==> src/rtl/ov7670_cfg_pkg.sv <==
// Shared types and constants for the OV7670 SCCB configuration path:
// sequencer state encoding, frame geometry and the special LUT commands.
package ov7670_cfg_pkg;

  typedef enum logic [2:0] {
    SETTLE,
    CHECK,
    START,
    BITS,
    STOP,
    GAP,
    ADV,
    DONE
  } cfg_state_t;

  localparam int          SCCB_SLOTS = 27;
  localparam logic [15:0] CMD_RESET  = 16'h1280;
  localparam logic [15:0] CMD_END    = 16'hFFFF;
  localparam int          MAX_RETRY  = 3;

  // Quarter-bit period in system clocks, floored and never below 1.
  function automatic int calc_quarter(input int clk_hz, input int sccb_hz);
    int q;
    q = clk_hz / (4 * sccb_hz);
    return (q < 1) ? 1 : q;
  endfunction

  // The 9th bit of every byte is the slave's acknowledge slot.
  function automatic logic is_ack_slot(input logic [4:0] s);
    return (s == 5'd8) || (s == 5'd17) || (s == 5'd26);
  endfunction

endpackage

==> src/rtl/sccb_config_sender_tick.sv <==
// Quarter-bit strobe generator: one-clock tick every Q clocks, restarted by clear
// so the first quarter after a clear is a full Q clocks long.
module sccb_tick_gen #(
  parameter int Q = 1
) (
  input  logic clk,
  input  logic rst,
  input  logic clear,
  output logic tick
);

  localparam int            CW   = (Q > 1) ? $clog2(Q) : 1;
  localparam logic [CW-1:0] LAST = CW'(Q - 1);

  logic [CW-1:0] cnt;

  always_ff @(posedge clk or posedge rst) begin
    if (rst) begin
      cnt <= '0;
    end else if (clear || (cnt == LAST)) begin
      cnt <= '0;
    end else begin
      cnt <= cnt + 1'b1;
    end
  end

  assign tick = !clear && (cnt == LAST);

endmodule

==> src/rtl/sccb_config_sender.sv <==
// Sends each LUT command as a 3-phase SCCB write (ID, sub-address, data) and steps the LUT.
// Optional macro SCCB_ACK_CHECK_EN enables ACK sampling with retries and the nack_err flag.
module sccb_config_sender
  import ov7670_cfg_pkg::*;
#(
  parameter int         CLK_FREQ_HZ       = 25_000_000,
  parameter int         SCCB_FREQ_HZ      = 100_000,
  parameter logic [7:0] DEV_ID            = 8'h42,
  parameter int         GAP_CYCLES        = 256,
  parameter int         RESET_WAIT_CYCLES = 25_000
) (
  input  logic        clk,
  input  logic        rst,
  input  logic        resend,
  input  logic [15:0] command,
  input  logic        finished,
  output logic        advance,
  output logic        config_done,
  output logic        busy,
  output logic        sioc,
  output logic        siod_out,
  output logic        siod_oe,
  input  logic        siod_in,
  output logic        nack_err
);

  localparam int          Q            = calc_quarter(CLK_FREQ_HZ, SCCB_FREQ_HZ);
  localparam logic [31:0] GAP_LAST     = 32'(GAP_CYCLES - 1);
  localparam logic [31:0] GAP_RST_LAST = 32'(GAP_CYCLES + RESET_WAIT_CYCLES - 1);

  cfg_state_t  state;
  logic        settle_cnt;
  logic [23:0] sreg;
  logic        is_reset;
  logic [4:0]  slot;
  logic [4:0]  slot_nxt;
  logic [1:0]  qtr;
  logic [31:0] gap_cnt;
  logic        gap_end;
  logic        resend_pend;
  logic        tick;
  logic        tick_clear;

`ifdef SCCB_ACK_CHECK_EN
  logic [1:0]  retry_cnt;
  logic        nack_frame;
  logic        nack_err_q;
  assign nack_err = nack_err_q;
`else
  logic        unused_siod_in;
  assign unused_siod_in = siod_in;
  assign nack_err       = 1'b0;
`endif

  assign tick_clear = !(state inside {START, BITS, STOP});
  assign slot_nxt   = slot + 5'd1;
  assign gap_end    = (gap_cnt == (is_reset ? GAP_RST_LAST : GAP_LAST));

  sccb_tick_gen #(
    .Q(Q)
  ) u_tick (
    .clk  (clk),
    .rst  (rst),
    .clear(tick_clear),
    .tick (tick)
  );

  always_ff @(posedge clk or posedge rst) begin
    if (rst) begin
      state       <= SETTLE;
      settle_cnt  <= 1'b0;
      sreg        <= '0;
      is_reset    <= 1'b0;
      slot        <= '0;
      qtr         <= '0;
      gap_cnt     <= '0;
      resend_pend <= 1'b0;
      advance     <= 1'b0;
      config_done <= 1'b0;
      busy        <= 1'b0;
      sioc        <= 1'b1;
      siod_out    <= 1'b1;
      siod_oe     <= 1'b0;
`ifdef SCCB_ACK_CHECK_EN
      retry_cnt   <= '0;
      nack_frame  <= 1'b0;
      nack_err_q  <= 1'b0;
`endif
    end else begin
      advance <= 1'b0;
      // Outside a frame the bus is already idle, so resend simply restarts the sequence.
      if (resend && !(state inside {START, BITS, STOP})) begin
        state       <= SETTLE;
        settle_cnt  <= 1'b0;
        config_done <= 1'b0;
        busy        <= 1'b0;
        resend_pend <= 1'b0;
`ifdef SCCB_ACK_CHECK_EN
        retry_cnt   <= '0;
        nack_err_q  <= 1'b0;
`endif
      end else begin
        if (resend) resend_pend <= 1'b1;
        case (state)
          SETTLE: begin
            if (settle_cnt) begin
              state      <= CHECK;
              settle_cnt <= 1'b0;
            end else begin
              settle_cnt <= 1'b1;
            end
          end
          CHECK: begin
            if (finished || (command == CMD_END)) begin
              state       <= DONE;
              config_done <= 1'b1;
            end else begin
              sreg     <= {DEV_ID, command};
              is_reset <= (command == CMD_RESET);
              state    <= START;
              busy     <= 1'b1;
              qtr      <= '0;
              slot     <= '0;
              sioc     <= 1'b1;
              siod_oe  <= 1'b1;
              siod_out <= 1'b0;
`ifdef SCCB_ACK_CHECK_EN
              nack_frame <= 1'b0;
`endif
            end
          end
          START: begin
            if (tick) begin
              if (qtr == 2'd0) begin
                sioc <= 1'b0;
                qtr  <= 2'd1;
              end else begin
                state    <= BITS;
                qtr      <= '0;
                slot     <= '0;
                siod_oe  <= 1'b1;
                siod_out <= sreg[23];
                sreg     <= {sreg[22:0], 1'b0};
              end
            end
          end
          BITS: begin
            if (tick) begin
              case (qtr)
                2'd0: qtr <= 2'd1;
                2'd1: begin
                  qtr  <= 2'd2;
                  sioc <= 1'b1;
                end
                2'd2: begin
                  qtr <= 2'd3;
`ifdef SCCB_ACK_CHECK_EN
                  if (is_ack_slot(slot) && siod_in) nack_frame <= 1'b1;
`endif
                end
                default: begin
                  sioc <= 1'b0;
                  qtr  <= 2'd0;
                  if (slot == 5'(SCCB_SLOTS - 1)) begin
                    state    <= STOP;
                    siod_oe  <= 1'b1;
                    siod_out <= 1'b0;
                  end else begin
                    slot <= slot_nxt;
                    if (is_ack_slot(slot_nxt)) begin
                      siod_oe  <= 1'b0;
                      siod_out <= 1'b1;
                    end else begin
                      siod_oe  <= 1'b1;
                      siod_out <= sreg[23];
                      sreg     <= {sreg[22:0], 1'b0};
                    end
                  end
                end
              endcase
            end
          end
          STOP: begin
            if (tick) begin
              case (qtr)
                2'd0: begin
                  sioc <= 1'b1;
                  qtr  <= 2'd1;
                end
                2'd1: begin
                  siod_out <= 1'b1;
                  qtr      <= 2'd2;
                end
                default: begin
                  siod_oe <= 1'b0;
                  qtr     <= 2'd0;
                  // A resend seen during the frame skips the gap and the LUT step.
                  if (resend_pend || resend) begin
                    state       <= SETTLE;
                    settle_cnt  <= 1'b0;
                    busy        <= 1'b0;
                    resend_pend <= 1'b0;
                    config_done <= 1'b0;
`ifdef SCCB_ACK_CHECK_EN
                    retry_cnt   <= '0;
                    nack_err_q  <= 1'b0;
`endif
                  end else begin
                    state   <= GAP;
                    gap_cnt <= '0;
                  end
                end
              endcase
            end
          end
          GAP: begin
            if (gap_end) begin
              busy <= 1'b0;
`ifdef SCCB_ACK_CHECK_EN
              if (nack_frame && (retry_cnt < 2'(MAX_RETRY))) begin
                retry_cnt  <= retry_cnt + 2'd1;
                state      <= SETTLE;
                settle_cnt <= 1'b0;
              end else begin
                if (nack_frame) nack_err_q <= 1'b1;
                retry_cnt <= '0;
                state     <= ADV;
                advance   <= 1'b1;
              end
`else
              state   <= ADV;
              advance <= 1'b1;
`endif
            end else begin
              gap_cnt <= gap_cnt + 32'd1;
            end
          end
          ADV: begin
            state      <= SETTLE;
            settle_cnt <= 1'b0;
          end
          DONE: begin
            sioc    <= 1'b1;
            siod_oe <= 1'b0;
          end
          default: begin
            state      <= SETTLE;
            settle_cnt <= 1'b0;
          end
        endcase
      end
    end
  end

endmodule

==> config.mk <==
export PLATFORM = sky130hd
export DESIGN_NAME = sccb_config_sender
export DESIGN_NICKNAME = d
export VERILOG_FILES = /design/src/rtl/ov7670_cfg_pkg.sv /design/src/rtl/sccb_config_sender_tick.sv /design/src/rtl/sccb_config_sender.sv
export SDC_FILE = /design/constraint.sdc
export NUM_CORES = 1
export LEC_CHECK = 0
export BUFFER_PORTS_ARGS = -buffer_cell sky130_fd_sc_hd__buf_2
export CORE_ASPECT_RATIO = 1.75
export CORE_MARGIN = 2
export CORE_UTILIZATION = 60
export CTS_CLUSTER_SIZE = 10
export DETAILED_ROUTE_END_ITERATION = 8
export PLACE_DENSITY = 0.88
export RECOVER_POWER = 25
export SYNTH_ARGS = -nofsm -noshare
export SYNTH_HDL_FRONTEND = slang
export SYNTH_SLANG_ARGS = --single-unit
==> constraint.sdc <==
create_clock -name clk -period 6.2 [get_ports clk]
set_input_delay 0.62 -clock clk [delete_from_list [all_inputs] [get_ports clk]]
set_output_delay 0.62 -clock clk [all_outputs]
set_load 0.005 [all_outputs]
Yosys cells after proc, flatten, opt, wreduce, memory -nomap -nowiden:

Index checks and enable logic that the tools add are counted.

* input port bits: 21
* bits in writable memories: 0
* flip-flop bits (word level): 81
* logic and storage cells: 189
* memory bits (read-only): 0
* memories kept: 0
* output and inout bits: 7
* bits in latches: 0

* bitwise operators: 2
* reduce and logical (&&, ||, !) cells: 34
* multiplexer cells: 91
* shift operators: 0
* eq/ne operators: 44
* add/sub/neg operators: 3
* multipliers: 0
* div/mod/pow operators: 0
* order comparisons: 0

Operator list (number)
* $mux W24: 7
* $mux W32: 4
* $pmux W24 S3: 1
* $pmux W32 S2: 1
* $mux W1: 42
* $mux W3: 12
* $reduce_and A9 Y1: 4
* $add A32 B1 Y32 const B: 1
* $eq A32 B15 Y1: 1
* $mux W5: 6
* $ne A2 B2 Y1 const B: 12
* $pmux W3 S7: 1
* $reduce_and A6 Y1: 3
* $eq A16 B13 Y1 const B: 1
* $eq A16 B16 Y1 const B: 1
* $eq A5 B5 Y1 const B: 3
* $mux W15: 1
* $ne A3 B2 Y1 const B: 5
* $ne A3 B3 Y1 const B: 5
* $pmux W5 S3: 1
* $eq A3 B3 Y1 const B: 4
* $reduce_bool A4 Y1: 3
* $pmux W1 S5: 2
* $reduce_and A10 Y1: 1
* other kinds (34): 52

Longest topological paths before layout:

Gate-level depths: netlist of the first run.

* depth in word-level cells: 9
* mapped depth: 9
* gate-level depth less buffers: 8

Cells and area by module:

A second synthesis of the first run with hierarchy kept.

* cell total of the unflattened synthesis: 548
* area total of the unflattened synthesis: 4845.9 um^2

Modules (own cells, without submodules)
* sccb_config_sender: area each 4551.9 um^2, seq. area each 1879.3 um^2, cells an instance 520, instances 1
* sccb_tick_gen: area each 294.0 um^2, seq. area each 150.1 um^2, cells an instance 28, instances 1

Worst setup path after synthesis of the first run:

No wires, ideal clock.

* path type: reg-to-reg
* start: register slot[0]
* end: register sreg[10]
* cell stages (with the launch flop): 10
* arrival: 2.462 ns
* path buffers: 2
* setup slack: 3.612 ns
* clock period less this slack: 2.588 ns
* required time: 6.075 ns
* setup time: 0.125 ns
* cell sequence: dfrtp_1 > ha_1 > clkbuf_1 > and3_1 > and3_1 > o31ai_1 > o21ai_0 > a31oi_4 > buf_12 > mux2_4

* cells in the longest elaborated chain, start to end: 6
* elaborated cells on any way between the ends: 10
* those cells by class: 1 x add/sub; 6 x eq/ne; 3 x reduce/logical

RTL lines
* start, declared: RTL line sccb_config_sender.sv:35 `logic [4:0] slot;`
* start signal, assigned: RTL line sccb_config_sender.sv:169 `slot <= slot_nxt;`
* $add A5 B1 Y5: RTL line sccb_config_sender.sv:56 `assign slot_nxt = slot + 5'd1;`
* $eq A5 B4 Y1 or $eq A5 B5 Y1 (tied branches): RTL line ov7670_cfg_pkg.sv:30 `return (s == 5'd8) || (s == 5'd17) || (s == 5'd26);`
* $logic_or A1 B1 Y1 (2 in a row): RTL line ov7670_cfg_pkg.sv:30
* $ne A2 B2 Y1 (no line)
* $reduce_and A9 Y1 (no line) (*)
* end signal, assigned: RTL line sccb_config_sender.sv:118 `sreg <= {DEV_ID, command};`
* end signal, assigned: RTL line sccb_config_sender.sv:143 `sreg <= {sreg[22:0], 1'b0};`
* end signal, assigned: RTL line sccb_config_sender.sv:176 `sreg <= {sreg[22:0], 1'b0};`
* end, declared: RTL line sccb_config_sender.sv:33 `logic [23:0] sreg;`

Mark *: on every way between the ends. The rest lies on a longest branch, timed or not.
A chain may end at the register's enable or synchronous reset.

Final worst setup path of the first run:

* start: register state[0]
* end: register sreg[22]

* cells in the longest elaborated chain, start to end: 6
* elaborated cells on any way between the ends: 19
* those cells by class: 11 x eq/ne; 1 x mux; 1 x bitwise; 6 x reduce/logical

RTL lines
* start, declared: RTL line sccb_config_sender.sv:31 `cfg_state_t state;`
* start signal, assigned: RTL line sccb_config_sender.sv:70 `state <= SETTLE;`
* start signal, assigned: RTL line sccb_config_sender.sv:93 `state <= SETTLE;`
* start signal, assigned: RTL line sccb_config_sender.sv:107 `state <= CHECK;`
* parallel branches: the longest is 6 deep, another holds $reduce_and A9 Y1

Parallel ways; which one is timed is not known.

==> out/results.tsv, run 1 <==
metric	value	unit
WP data required	6440	ps
top cells by area, synth	sky130_fd_sc_hd__dfrtp_1 (40%), sky130_fd_sc_hd__nand2_1 (6.3%), sky130_fd_sc_hd__xor2_1 (4.8%)	
detailed-route vias per instance	6.448	
via count of the first global-routing pass	4154	
number of antenna cells inserted	0	
total track usage	25.75	%
Critical path origin	state[0]$_DFFE_PP0P_	
clk_lat worst skew	360	ps
type of the setup path with the least slack	reg2reg	
placed wire-length estimate	7.808	mm
CTS buffer count	9	
1st-pass router iterations	6	
MaxCap Viol Count	0	
endpoints failing setup	0	
Horiz. Die Dim	72.80	um
fraction of registers with async set or reset after synthesis	100.0	%
PD cells	383.9	nW/um2
data arrival time of the worst path	3720	ps
maximum buffer depth of the clock tree	2	
clock tree from TritonCTS	yes	
register area share after synthesis	40.84	%
Overflow after GRT	0	
starting utilization of the core area	62.41	%
Setup Total Neg Slack	0	ps
fmax	0.2875	GHz
final hold violation count	0	
actual slew at the worst max-slew pin	1056	ps
startpoint type of the worst setup path	register	
cell area after synthesis	4970	um2
antenna viol nets, final	0	
RSZ-0062 raised after global routing	no	
layout overhead on the synthesized area	8.208	%
num rows	43	
Post-Route WL	11.15	mm
post-synthesis instance total	539	
number of levels in the clock H-tree	3	
max-slew violation count	0	
ratio of final minimum period to clock period	56.10	%
Syn Area/Cell	9.220	um2
kind of path behind the tightest hold check	reg2reg	
Worst R2R Start	state[0]$_DFFE_PP0P_	
global-route wire length before repair	18.55	mm
sort of element at the end of the critical path	register	
Leak	2.408	nW
Post-CTS Setup Repair Bufs	0	
syn nets	573	
delay of the slowest cell on the worst path	880	ps
cell type with the highest aggregate area in the netlist	sky130_fd_sc_hd__dfrtp_1	
routability cong.	0.9582	
worst-path cell chain	nor3b_1 -> and2_1 -> a31oi_1 -> nand3_4 -> a31oi_4 -> mux2_2	
commonest register cell after synthesis	sky130_fd_sc_hd__dfrtp_1	
Worst Path Max Fanout	27	
Clock Sinks	81	
share of post-route cells with drive strength above 1	15.14	%
top-area cell type share of the netlist area	39.78	%
design area	5378	um2
number of flops mapped to enable cells by yosys	0	
library cells used by synthesis	66	
Final Core Density	67.54	%
Total Die Area	9055	um2
post-placement cell area	5051	um2
post-cts resize count	0	
final critical delay including setup and external delays	3478	ps
clock root cell	sky130_fd_sc_hd__clkbuf_16	
initial antenna violation count	0	
Post-Route Skew	11.45	ps
core footprint	7963	um2
origin of the worst min-delay path	siod_out$_DFFE_PP1P_	
DIE HEIGHT	124.4	um
yosys warns	0	
clock transition time at the flip-flop clock pins of the worst setup and hold paths	70	ps
routed via count	4159	
Worst slew margin	29.63	%
worst-path cell with the longest stage delay	sky130_fd_sc_hd__a31oi_4	
register bit count reported by yosys	81	
most used standard cells in the synthesized netlist	sky130_fd_sc_hd__nand2_1 (84), sky130_fd_sc_hd__dfrtp_1 (79), sky130_fd_sc_hd__nor2_1 (55)	
quantity of hold-fixing buffers added after cts	0	
number of inserted filler cells in the final layout	588	
DRC Markers	0	
number of nets at the end of the flow	584	
maximum vdd ir drop	0.2100	mV
most common cell in the netlist	sky130_fd_sc_hd__nand2_1	
number of placed I/O pins	28	
total power of the final layout	2.064	mW
outcome	completed	
Port Buffer Count	25	
final worst hold slack	481.3	ps
pin count of the biggest net entering global routing	82	
DRC violation total after the first TritonRoute iteration	384	
wire length per cell after detailed routing	17.29	um
==> report_power, final <==
part	internal, mW	switching, mW	leakage (nW)
clock	0.357	0.228	0.158
sequential	0.658	0.130	1.06
combinational	0.314	0.378	1.19
total	1.33	0.736	2.41
==> metal layers <==
layer / global-route usage [%] / part of all wire, % / vias to the layer above
met5: 0 / 0 / -
met4: 13.62 / 3.9 / 0
met3: 4.693 / 4.4 / 42
met2: 46.95 / 55 / 166
met1: 26.65 / 37 / 2028
li1: - / - / 1923
==> path summary, 6_finish.rpt <==
check / endpoint / slack, ps / cells past startpoint
worst max-delay path: sreg[22]$_DFFE_PP0P_ / 2720 / 6
worst min-delay path: siod_out$_DFFE_PP1P_ / 480 / 2
worst max register to register: sreg[22]$_DFFE_PP0P_ / 2720 / 6
worst min register to register: siod_out$_DFFE_PP1P_ / 480 / 2
max in group asynchronous: u_tick.cnt[3]$_DFF_PP0_ / 4950 / 3
min in group asynchronous: gap_cnt[26]$_DFFE_PP0P_ / 560 / 3
==> sequential cells by signal (all words and copies together), names as in the netlist <==
name and cells:
state 3, u_tick.cnt 6, slot 5, gap_cnt 32, resend_pend 1, siod_out 1
settle_cnt 1, is_reset 1, qtr 2, sioc 1, advance 1, busy 1
sreg 24, siod_oe 1, config_done 1
==> worst max-delay path: cells and delay by family (launching register included) <==
family	cells	cell delay, ps
AOI/OAI and AO/OA	2	1420
DFF	1	700
and+or+nand+nor	3	790
muxes	1	430
==> kinds of logic (layout without fill, tap and decap cells) <==
family          Yosys count  in the layout  share of synthesized area [%]
compound gates           77             77                          11.13
simple gates            258            258                          26.46
xor+xnor                 33             33                          5.816
buf+inv                  49             65                          5.413
mux                      27             27                          6.999
other cells               1              1                        0.07546
flops                    81             81                          40.84
fa+ha+maj                13             13                          3.273
==> metrics by stage <==
step           instances  setup slack, ps
2_1_floorplan        539             3503
3_3_place_gp         629             2840
3_5_place_dp         629             2778
4_1_cts              645             2767
5_1_grt              645             2561
6_report             645             2722
==> layout by cell type (no fill, tap or decap), drive strengths merged, types with 3 or more instances in the layout <==
cell | synthesis | layout
dfrtp | 79 | 79
and2 | 4 | 4
nand3 | 27 | 27
a21oi | 16 | 16
buf | 14 | 29
a211oi | 4 | 4
nor3 | 15 | 15
nand4b | 3 | 3
nor4b | 4 | 4
xnor2 | 6 | 6
or4 | 5 | 5
xor2 | 27 | 27
nor4 | 10 | 10
mux2i | 7 | 7
o211ai | 5 | 5
o21ai | 21 | 21
ha | 13 | 13
clkbuf | 15 | 9
nand2 | 84 | 84
nand2b | 4 | 4
or2 | 3 | 3
a31oi | 5 | 5
nand4 | 17 | 17
and3 | 11 | 11
inv | 20 | 21
o31ai | 4 | 4
and4b | 3 | 3
nor2 | 55 | 55
and4 | 5 | 5
mux2 | 20 | 20
==> layout make-up <==
| type | instances | area, um2 | share of cell area, % |
|---|---|---|---|
| clock buffers | 9 | 225.2 | 4.188 |
| repair buffers | 29 | 155.1 | 2.885 |
| flip-flops and latches | 81 | 2029 | 37.74 |
| well taps | 90 | 112.6 | 2.094 |
| inverters | 20 | 76.32 | 1.419 |
| multi-input cells | 409 | 2678 | 49.79 |
| clock inverters | 7 | 101.3 | 1.885 |
(Power assumes the default switching activity.)
==> run 2: changes to the inputs <==
--- a/config.mk
+++ b/config.mk
@@ -5,13 +5,14 @@
 export SDC_FILE = /design/constraint.sdc
 export NUM_CORES = 1
 export LEC_CHECK = 0
+export ABC_AREA = 1
 export BUFFER_PORTS_ARGS = -buffer_cell sky130_fd_sc_hd__buf_2
 export CORE_ASPECT_RATIO = 1.75
 export CORE_MARGIN = 2
-export CORE_UTILIZATION = 60
+export CORE_UTILIZATION = 56
 export CTS_CLUSTER_SIZE = 10
 export DETAILED_ROUTE_END_ITERATION = 8
-export PLACE_DENSITY = 0.88
+export PLACE_DENSITY = 0.86
 export RECOVER_POWER = 25
 export SYNTH_ARGS = -nofsm -noshare
 export SYNTH_HDL_FRONTEND = slang
==> constraint.sdc (replaced) <==
create_clock -name clk -period 2.8 [get_ports clk]
set_input_delay 0.28 -clock clk [delete_from_list [all_inputs] [get_ports clk]]
set_output_delay 0.28 -clock clk [all_outputs]
set_load 0.005 [all_outputs]
==> run 2 against run 1 <==
Die area rose by 18%. Hold slack worse by 200 ps. Maximum frequency rose by 37%. First-iteration DRC count increased by 24%. Synthesized cell count increased by 52%. Count of clock-buffer cells in the layout is 1 higher. Sequential share of layout area decreased by 3.7 points. Global-route usage rose by 1.4 points. Critical path type unchanged.
==> out/results.tsv, run 2 <==
metric	value	unit	change
outcome	completed		
yosys warns	0		unchanged
compound-gate portion of the synthesized area	10.82	%	-0.31 points
layout overhead on the synthesized area	7.985	%	
sequential cell fraction of total power	37.1	%	-1.1 points
Worst slew margin	38.71	%	+9.1 points
Horiz. Die Dim	79.02	um	+8.6%
dominant combinational cell family by area after synthesis	simple AND/OR/NAND/NOR gates		
core footprint	9729	um2	+22%
register area share after synthesis	36.80	%	-4.0 points
commonest non-fill, non-tap cell in the layout	sky130_fd_sc_hd__nand2_1		
DIE HEIGHT	135.3	um	+8.8%
power share of the clock group	23.3	%	-5.0 points
1st-pass router iterations	6		unchanged
Worst R2R Start	state[1]$_DFFE_PP0P_		
RSZ-0062 raised after global routing	no		
setup ws final	270.0	ps	-2452 ps
placement-stage worst setup slack	402.6	ps	-2375 ps
top cells by area, synth	sky130_fd_sc_hd__dfrtp_1 (36%), sky130_fd_sc_hd__nand2_1 (17%), sky130_fd_sc_hd__nand3_1 (7.4%)		
clock tree from TritonCTS	yes		
internal power	2.660	mW	+100%
max-slew violation count	0		unchanged
Leak	2.794	nW	+16%
register containing the most flip-flops in the final layout	gap_cnt		
delay of the slowest cell on the worst path	740	ps	-140 ps
startpoint type of the worst setup path	register		
syn nets	852		+49%
via count of the first global-routing pass	5146		+24%
combinational cell fraction of total power	39.6	%	+6.1 points
DRC violation total after the first TritonRoute iteration	475		+24%
flip-flop count of the largest register, all copies and words added	32		unchanged
XOR/XNOR Fraction of Synth Area	2.382	%	-3.4 points
actual slew at the worst max-slew pin	918.4	ps	-137.1 ps
WP data required	3070	ps	-3370 ps
clock root cell	sky130_fd_sc_hd__clkbuf_16		
wire length on met3	587	um	+21%
Post-CTS Setup Repair Bufs	0		unchanged
placed wire-length estimate	9.969	mm	+28%
Critical path buffers and inverters	1		+1
fmax	0.3952	GHz	+37%
wire length per cell after detailed routing	14.18	um	-18%
initial antenna violation count	0		unchanged
cell repeated most along the worst path	sky130_fd_sc_hd__nand3_1		
top-area cell type share of the netlist area	35.84	%	-3.9 points
number of nets at the end of the flow	868		+49%
ratio of final minimum period to clock period	90.36	%	+34 points
antenna viol nets, final	0		unchanged
stages on the worst setup path	8		+2
PD cells	753.0	nW/um2	+96%
family with the most delay on the worst path	simple AND/OR/NAND/NOR gates		
MaxCap Viol Count	0		unchanged
post-placement cell area	5710	um2	+13%
most common cell in the netlist	sky130_fd_sc_hd__nand2_1		
Overflow after GRT	0		unchanged
detailed-route vias per instance	5.601		-13%
number of placed I/O pins	28		unchanged
critical path endpoint	sreg[23]$_DFFE_PP0P_		
number of antenna cells inserted	0		unchanged
Setup Total Neg Slack	0	ps	unchanged
Final Core Density	61.21	%	-6.3 points
maximum vdd ir drop	0.4614	mV	+120%
num rows	48		+12%
data arrival time of the worst path	2800	ps	-920 ps
maximum buffer depth of the clock tree	2		unchanged
setup slack, reg-to-reg	270	ps	-2450 ps
routability cong.	1.020		+6.5%
global-route wire length before repair	22.89	mm	+23%
multiplexer share of the synthesized area	0	%	-7.0 points
worst-path cell chain	nand3_2 -> nand2_2 -> inv_2 -> nand3_1 -> nand3_1 -> nor2_2 -> nand3_1 -> nand2_1		
post-cts resize count	0		unchanged
final critical delay including setup and external delays	2530	ps	-948.4 ps
Post-Route WL	13.65	mm	+22%
total track usage	27.16	%	+1.4 points
clock transition time at the flip-flop clock pins of the worst setup and hold paths	60	ps	about the same
design area	5956	um2	+11%
cell type with the highest aggregate area in the netlist	sky130_fd_sc_hd__dfrtp_1		
final hold violation count	0		unchanged
starting utilization of the core area	56.69	%	-5.7 points
Post-Route Skew	7.003	ps	-4.443 ps
commonest register cell after synthesis	sky130_fd_sc_hd__dfrtp_1		
fraction of power spent switching nets	40.70	%	+5.0 points
worst-case reg-to-reg path depth	8		+2
pin count of the biggest net entering global routing	65		-21%
routed via count	5388		+30%
library cells used by synthesis	38		-42%
Critical path origin	state[1]$_DFFE_PP0P_		
wire length on met2	7.354	mm	+21%
Port Buffer Count	25		unchanged
clk_lat worst skew	340	ps	-20 ps
Clock Sinks	81		unchanged
register bit count reported by yosys	81		unchanged
highest-count cells in the layout ignoring fill and taps	sky130_fd_sc_hd__nand2_1 (250), sky130_fd_sc_hd__nor2_1 (95), sky130_fd_sc_hd__inv_1 (84)		
Worst Path Max Fanout	24		-11%
quantity of hold-fixing buffers added after cts	1		+1
number of levels in the clock H-tree	3		unchanged
number of flops mapped to enable cells by yosys	0		unchanged
post-synthesis instance total	818		+52%
kind of path behind the tightest hold check	in2reg		
switching power	1.825	mW	+150%
DRC Markers	0		unchanged
cell area after synthesis	5515	um2	+11%
Post-Synth Adder-Cell Area	2.949	%	-0.32 points
endpoints failing setup	0		unchanged
type of the setup path with the least slack	reg2reg		
Syn Area/Cell	6.742	um2	-27%
simple logic cell fraction of the synthesized area	37.52	%	+11 points
length of routed wiring on met1	5.045	mm	+22%
share of post-route cells with drive strength above 1	8.363	%	-6.8 points
CTS buffer count	9		unchanged
largest registers ranked by flip-flop count	gap_cnt: 32 flops, sreg: 24 flops, u_tick.cnt: 6 flops		
worst reg2reg endpoint	sreg[23]$_DFFE_PP0P_		
most used standard cells in the synthesized netlist	sky130_fd_sc_hd__nand2_1 (250), sky130_fd_sc_hd__nor2_1 (95), sky130_fd_sc_hd__inv_1 (85)		
Total Die Area	10690	um2	+18%
fraction of registers with async set or reset after synthesis	100.0	%	unchanged
worst-path cell with the longest stage delay	sky130_fd_sc_hd__nor2_2		
sort of element at the end of the critical path	register		
top metal layer carrying routed signals	met4		
==> run 2: cell count changes in the layout (fill, tap and decap cells not counted), sizes merged, moves of 20 or more <==
cell,change
mux2,-20
nor2,+47
o21bai,+25
nand2,+168
inv,+70
nand3,+56
o21ai,+43
==> run 2: final cells by class <==
cell class / count / area [um2]
Fill cell: 937 / 3774
Tap cell: 125 / 156.4
Clock inverter: 4 / 22.52
Clock buffer: 10 / 229.0
Multi-Input combinational cell: 615 / 2964
Inverter: 93 / 350.3
Timing Repair Buffer: 34 / 203.9
Sequential cell: 81 / 2029
==> run 2: stage by stage <==
stage / cells / hold slack [ps] / power [mW]
5_1_grt: 962 / 306.3 / 4.849
3_3_place_gp: 947 / 249.7 / 3.393
2_1_floorplan: 818 / 462.1 / 3.043
6_report: 962 / 281.0 / 4.485
4_1_cts: 962 / 287.0 / 4.486
3_5_place_dp: 947 / 248.2 / 3.434
==> run 2: kinds of logic after synthesis <==
logic type / Yosys count
buffers and inverters: 122
other: 1
flip-flops: 81
AND/OR/NAND/NOR: 483
XOR/XNOR: 15
adder cells (fa/ha/maj): 13
AO/OA/AOI/OAI: 103
==> run 2: layer usage <==
metal | global-route usage [%] | vias to the layer above
li1 | - | 2641
met1 | 28.80 | 2501
met2 | 49.15 | 192
met3 | 5.000 | 54
met4 | 15.90 | 0
met5 | 0 | -
==> run 2: tightest hold or removal path, cell delays in order <==
cell and delay [ps]:
sky130_fd_sc_hd__buf_2 110, sky130_fd_sc_hd__inv_1 50, sky130_fd_sc_hd__nor2_1 30, sky130_fd_sc_hd__nand3_1 70, sky130_fd_sc_hd__nand2_1 50
==> run 2: worst min-delay path by stage <==
stage	startpoint	to	slack, ps	depth (start not counted)
global placement	rst	sreg[12]$_DFFE_PP0P_	250	2
finish	command[0]	sreg[0]$_DFFE_PP0P_	280	5
CTS	command[0]	sreg[0]$_DFFE_PP0P_	290	5
global route	command[0]	sreg[0]$_DFFE_PP0P_	310	5
detailed placement	rst	sreg[12]$_DFFE_PP0P_	250	2
floorplan	siod_out$_DFFE_PP1P_	siod_out$_DFFE_PP1P_	460	2
==> run 2: power groups by stage <==
stage | registers [mW] | logic (mW) | clock network (mW)
2_1_floorplan | 1.62 | 1.43 | 0
3_3_place_gp | 1.67 | 1.72 | 0
3_5_place_dp | 1.68 | 1.76 | 0
4_1_cts | 1.66 | 1.77 | 1.05
5_1_grt | 1.69 | 2.04 | 1.12
6_report | 1.66 | 1.78 | 1.04
==> run 3: changes to the inputs <==
--- a/config.mk
+++ b/config.mk
@@ -5,14 +5,16 @@
 export SDC_FILE = /design/constraint.sdc
 export NUM_CORES = 1
 export LEC_CHECK = 0
-export ABC_AREA = 1
 export BUFFER_PORTS_ARGS = -buffer_cell sky130_fd_sc_hd__buf_2
+export CELL_PAD_IN_SITES_DETAIL_PLACEMENT = 0
+export CELL_PAD_IN_SITES_GLOBAL_PLACEMENT = 1
 export CORE_ASPECT_RATIO = 1.75
 export CORE_MARGIN = 2
-export CORE_UTILIZATION = 56
+export CORE_UTILIZATION = 43
 export CTS_CLUSTER_SIZE = 10
 export DETAILED_ROUTE_END_ITERATION = 8
-export PLACE_DENSITY = 0.86
+export GPL_ROUTABILITY_DRIVEN = 0
+export PLACE_DENSITY = 0.85
 export RECOVER_POWER = 25
 export SYNTH_ARGS = -nofsm -noshare
 export SYNTH_HDL_FRONTEND = slang
==> run 3 against run 2 <==
The run now ends with max-capacitance violations, max-slew violations left. Hold slack worse by 70 ps. Critical endpoint is now sreg[22]$_DFFE_PP0P_. Sequential cell count stayed put. Cell count is 27% lower. Die area is 17% higher. Critical path type unchanged.
==> out/results.tsv, run 3 (synthesis results as in run 1) <==
metric	value	unit	change
highest-count cells in the layout ignoring fill and taps	sky130_fd_sc_hd__nand2_1 (84), sky130_fd_sc_hd__dfrtp_1 (79), sky130_fd_sc_hd__nor2_1 (54)		
quantity of hold-fixing buffers added after cts	0		-1
cell depth of the worst min-delay path	3		-2
Clock Sinks	81		unchanged
number of levels in the clock H-tree	3		unchanged
internal power	2.911	mW	+9.4%
clock tree from TritonCTS	yes		
core footprint	11450	um2	+18%
maximum buffer depth of the clock tree	2		unchanged
initial antenna violation count	0		unchanged
wire length per cell after detailed routing	16.38	um	+15%
final critical delay including setup and external delays	2587	ps	+56.66 ps
MaxCap Viol Count	1		+1
actual slew at the worst max-slew pin	2055	ps	+1137 ps
number of nets at the end of the flow	598		-31%
via count of the first global-routing pass	4237		-18%
Post-Route Skew	7.475	ps	+0.4721 ps
Worst slew margin	-37.01	%	-76 points
Worst R2R Start	slot[0]$_DFFE_PP0P_		
startpoint type of the worst setup path	register		
sequential cell fraction of total power	36.8	%	-0.3 points
max-slew violation count	82		+82
fmax	0.3866	GHz	-2.2%
starting utilization of the core area	43.40	%	-13 points
Total Die Area	12470	um2	+17%
num rows	52		+8.3%
CTS buffer count	9		unchanged
Final Core Density	48.25	%	-13 points
clock transition time at the flip-flop clock pins of the worst setup and hold paths	60	ps	about the same
worst-path cell with the longest stage delay	sky130_fd_sc_hd__dfrtp_1		
total track usage	19.47	%	-7.7 points
Post-CTS Setup Repair Bufs	0		unchanged
final hold violation count	0		unchanged
register containing the most flip-flops in the final layout	gap_cnt		
power share of the clock group	26.5	%	+3.2 points
RSZ-0062 raised after global routing	no		
number of placed I/O pins	28		unchanged
Port Buffer Count	25		unchanged
pin count of the biggest net entering global routing	82		+26%
kind of path behind the tightest hold check	in2reg		
Leak	2.469	nW	-12%
endpoints failing setup	0		unchanged
Worst Path Max Fanout	24		unchanged
origin of the worst min-delay path	command[0]		
setup slack, reg-to-reg	210	ps	-60 ps
type of the setup path with the least slack	reg2reg		
DIE HEIGHT	146.2	um	+8.1%
Horiz. Die Dim	85.27	um	+7.9%
fraction of power spent switching nets	35.86	%	-4.8 points
delay of the slowest cell on the worst path	460	ps	-280 ps
Overflow after GRT	0		unchanged
worst-case reg-to-reg path depth	8		unchanged
outcome	finished with violations		
global-route wire length before repair	19.81	mm	-13%
combinational cell fraction of total power	36.6	%	-3.0 points
1st-pass router iterations	4		-2
switching power	1.627	mW	-11%
maximum vdd ir drop	0.5160	mV	+12%
ratio of final minimum period to clock period	92.38	%	+2.0 points
largest registers ranked by flip-flop count	gap_cnt: 32 flops, sreg: 24 flops, u_tick.cnt: 6 flops		
routed via count	4038		-25%
worst-path cell chain	ha_1 -> and3_1 -> and3_1 -> o31ai_1 -> o21ai_0 -> a31oi_4 -> buf_12 -> mux2_2		
detailed-route vias per instance	5.736		+2.4%
number of antenna cells inserted	0		unchanged
clk_lat worst skew	340	ps	about the same
clock root cell	sky130_fd_sc_hd__clkbuf_16		
commonest non-fill, non-tap cell in the layout	sky130_fd_sc_hd__nand2_1		
Setup Total Neg Slack	0	ps	unchanged
failing checks	max-capacitance violations, max-slew violations		
flip-flop count of the largest register, all copies and words added	32		unchanged
data arrival time of the worst path	2820	ps	+20 ps
DRC Markers	0		unchanged
placed wire-length estimate	8.353	mm	-16%
WP data required	3030	ps	-40 ps
DRC violation total after the first TritonRoute iteration	232		-51%
post-cts resize count	0		unchanged
Post-Route WL	11.53	mm	-15%
antenna viol nets, final	0		unchanged
layout overhead on the synthesized area	11.18	%	
PD cells	821.3	nW/um2	+9.1%
share of post-route cells with drive strength above 1	17.22	%	+8.9 points
sort of element at the end of the critical path	register		
Critical path origin	slot[0]$_DFFE_PP0P_		
cell repeated most along the worst path	sky130_fd_sc_hd__and3_1		
run 3: cell types whose count changed in the layout (fill, tap and decap cells not counted), sizes merged, moves of 8 or more:
cell | before | now
o21bai | 25 | 0
mux2 | 0 | 20
inv | 91 | 21
nor2 | 102 | 55
and3 | 0 | 11
o21ai | 64 | 21
nor3 | 25 | 15
nand2 | 252 | 84
a21oi | 8 | 16
nand3 | 83 | 27
buf | 30 | 42
xor2 | 14 | 27
run 3: final cells by class:
cell class	instances	area [um2]
clock buffer	9	225.2
clock inverter	7	77.57
fill	1096	5926
inverter	20	76.32
multi-input combinational	409	2678
sequential	81	2029
tap	135	168.9
timing repair buffer	43	270.3
run 3: critical path, delay by kind of cell, from the launching register on:
family | cells | cell delay [ps]
adder cells (fa/ha/maj) | 1 | 250
buffers and inverters | 1 | 220
flip-flops | 1 | 460
AO/OA/AOI/OAI | 3 | 800
multiplexers | 1 | 360
AND/OR/NAND/NOR | 2 | 370
run 3: metrics by stage:
stage / hold WS [ps] / power (mW) / instance area, um2 / setup WS [ps] / cells
floorplan: 417.1 / 2.979 / 4970 / 212.5 / 539
global placement: 401.7 / 3.305 / 5238 / 228.5 / 688
detailed placement: 406.7 / 3.357 / 5238 / 211.2 / 688
CTS: 39.98 / 4.577 / 5540 / 208.2 / 704
global route: 218.0 / 4.839 / 5525 / 26.56 / 704
finish: 211.4 / 4.538 / 5525 / 213.3 / 704
run 3: power by group through the flow:
stage	Combinational [mW]	Sequential [mW]	Clock, mW
2_1_floorplan	1.37	1.61	0
3_3_place_gp	1.63	1.68	0
3_5_place_dp	1.67	1.69	0
4_1_cts	1.68	1.67	1.23
5_1_grt	1.86	1.71	1.27
6_report	1.66	1.67	1.20
run 3: path summary, 6_finish.rpt:
| kind | end |
|---|---|
| max | sreg[22]$_DFFE_PP0P_ |
| min | sreg[0]$_DFFE_PP0P_ |
| max reg2reg | sreg[22]$_DFFE_PP0P_ |
| min reg2reg | siod_out$_DFFE_PP1P_ |
| max in group asynchronous | gap_cnt[13]$_DFFE_PP0P_ |
| min in group asynchronous | gap_cnt[22]$_DFFE_PP0P_ |
run 3: layer usage:
layer,share of wire (%),vias to the layer above,GRT usage (%)
met5,0,-,0
met4,2.7,0,7.778
met3,3.2,24,3.166
met2,54,82,35.66
met1,40,1977,21.95
li1,-,1955,-
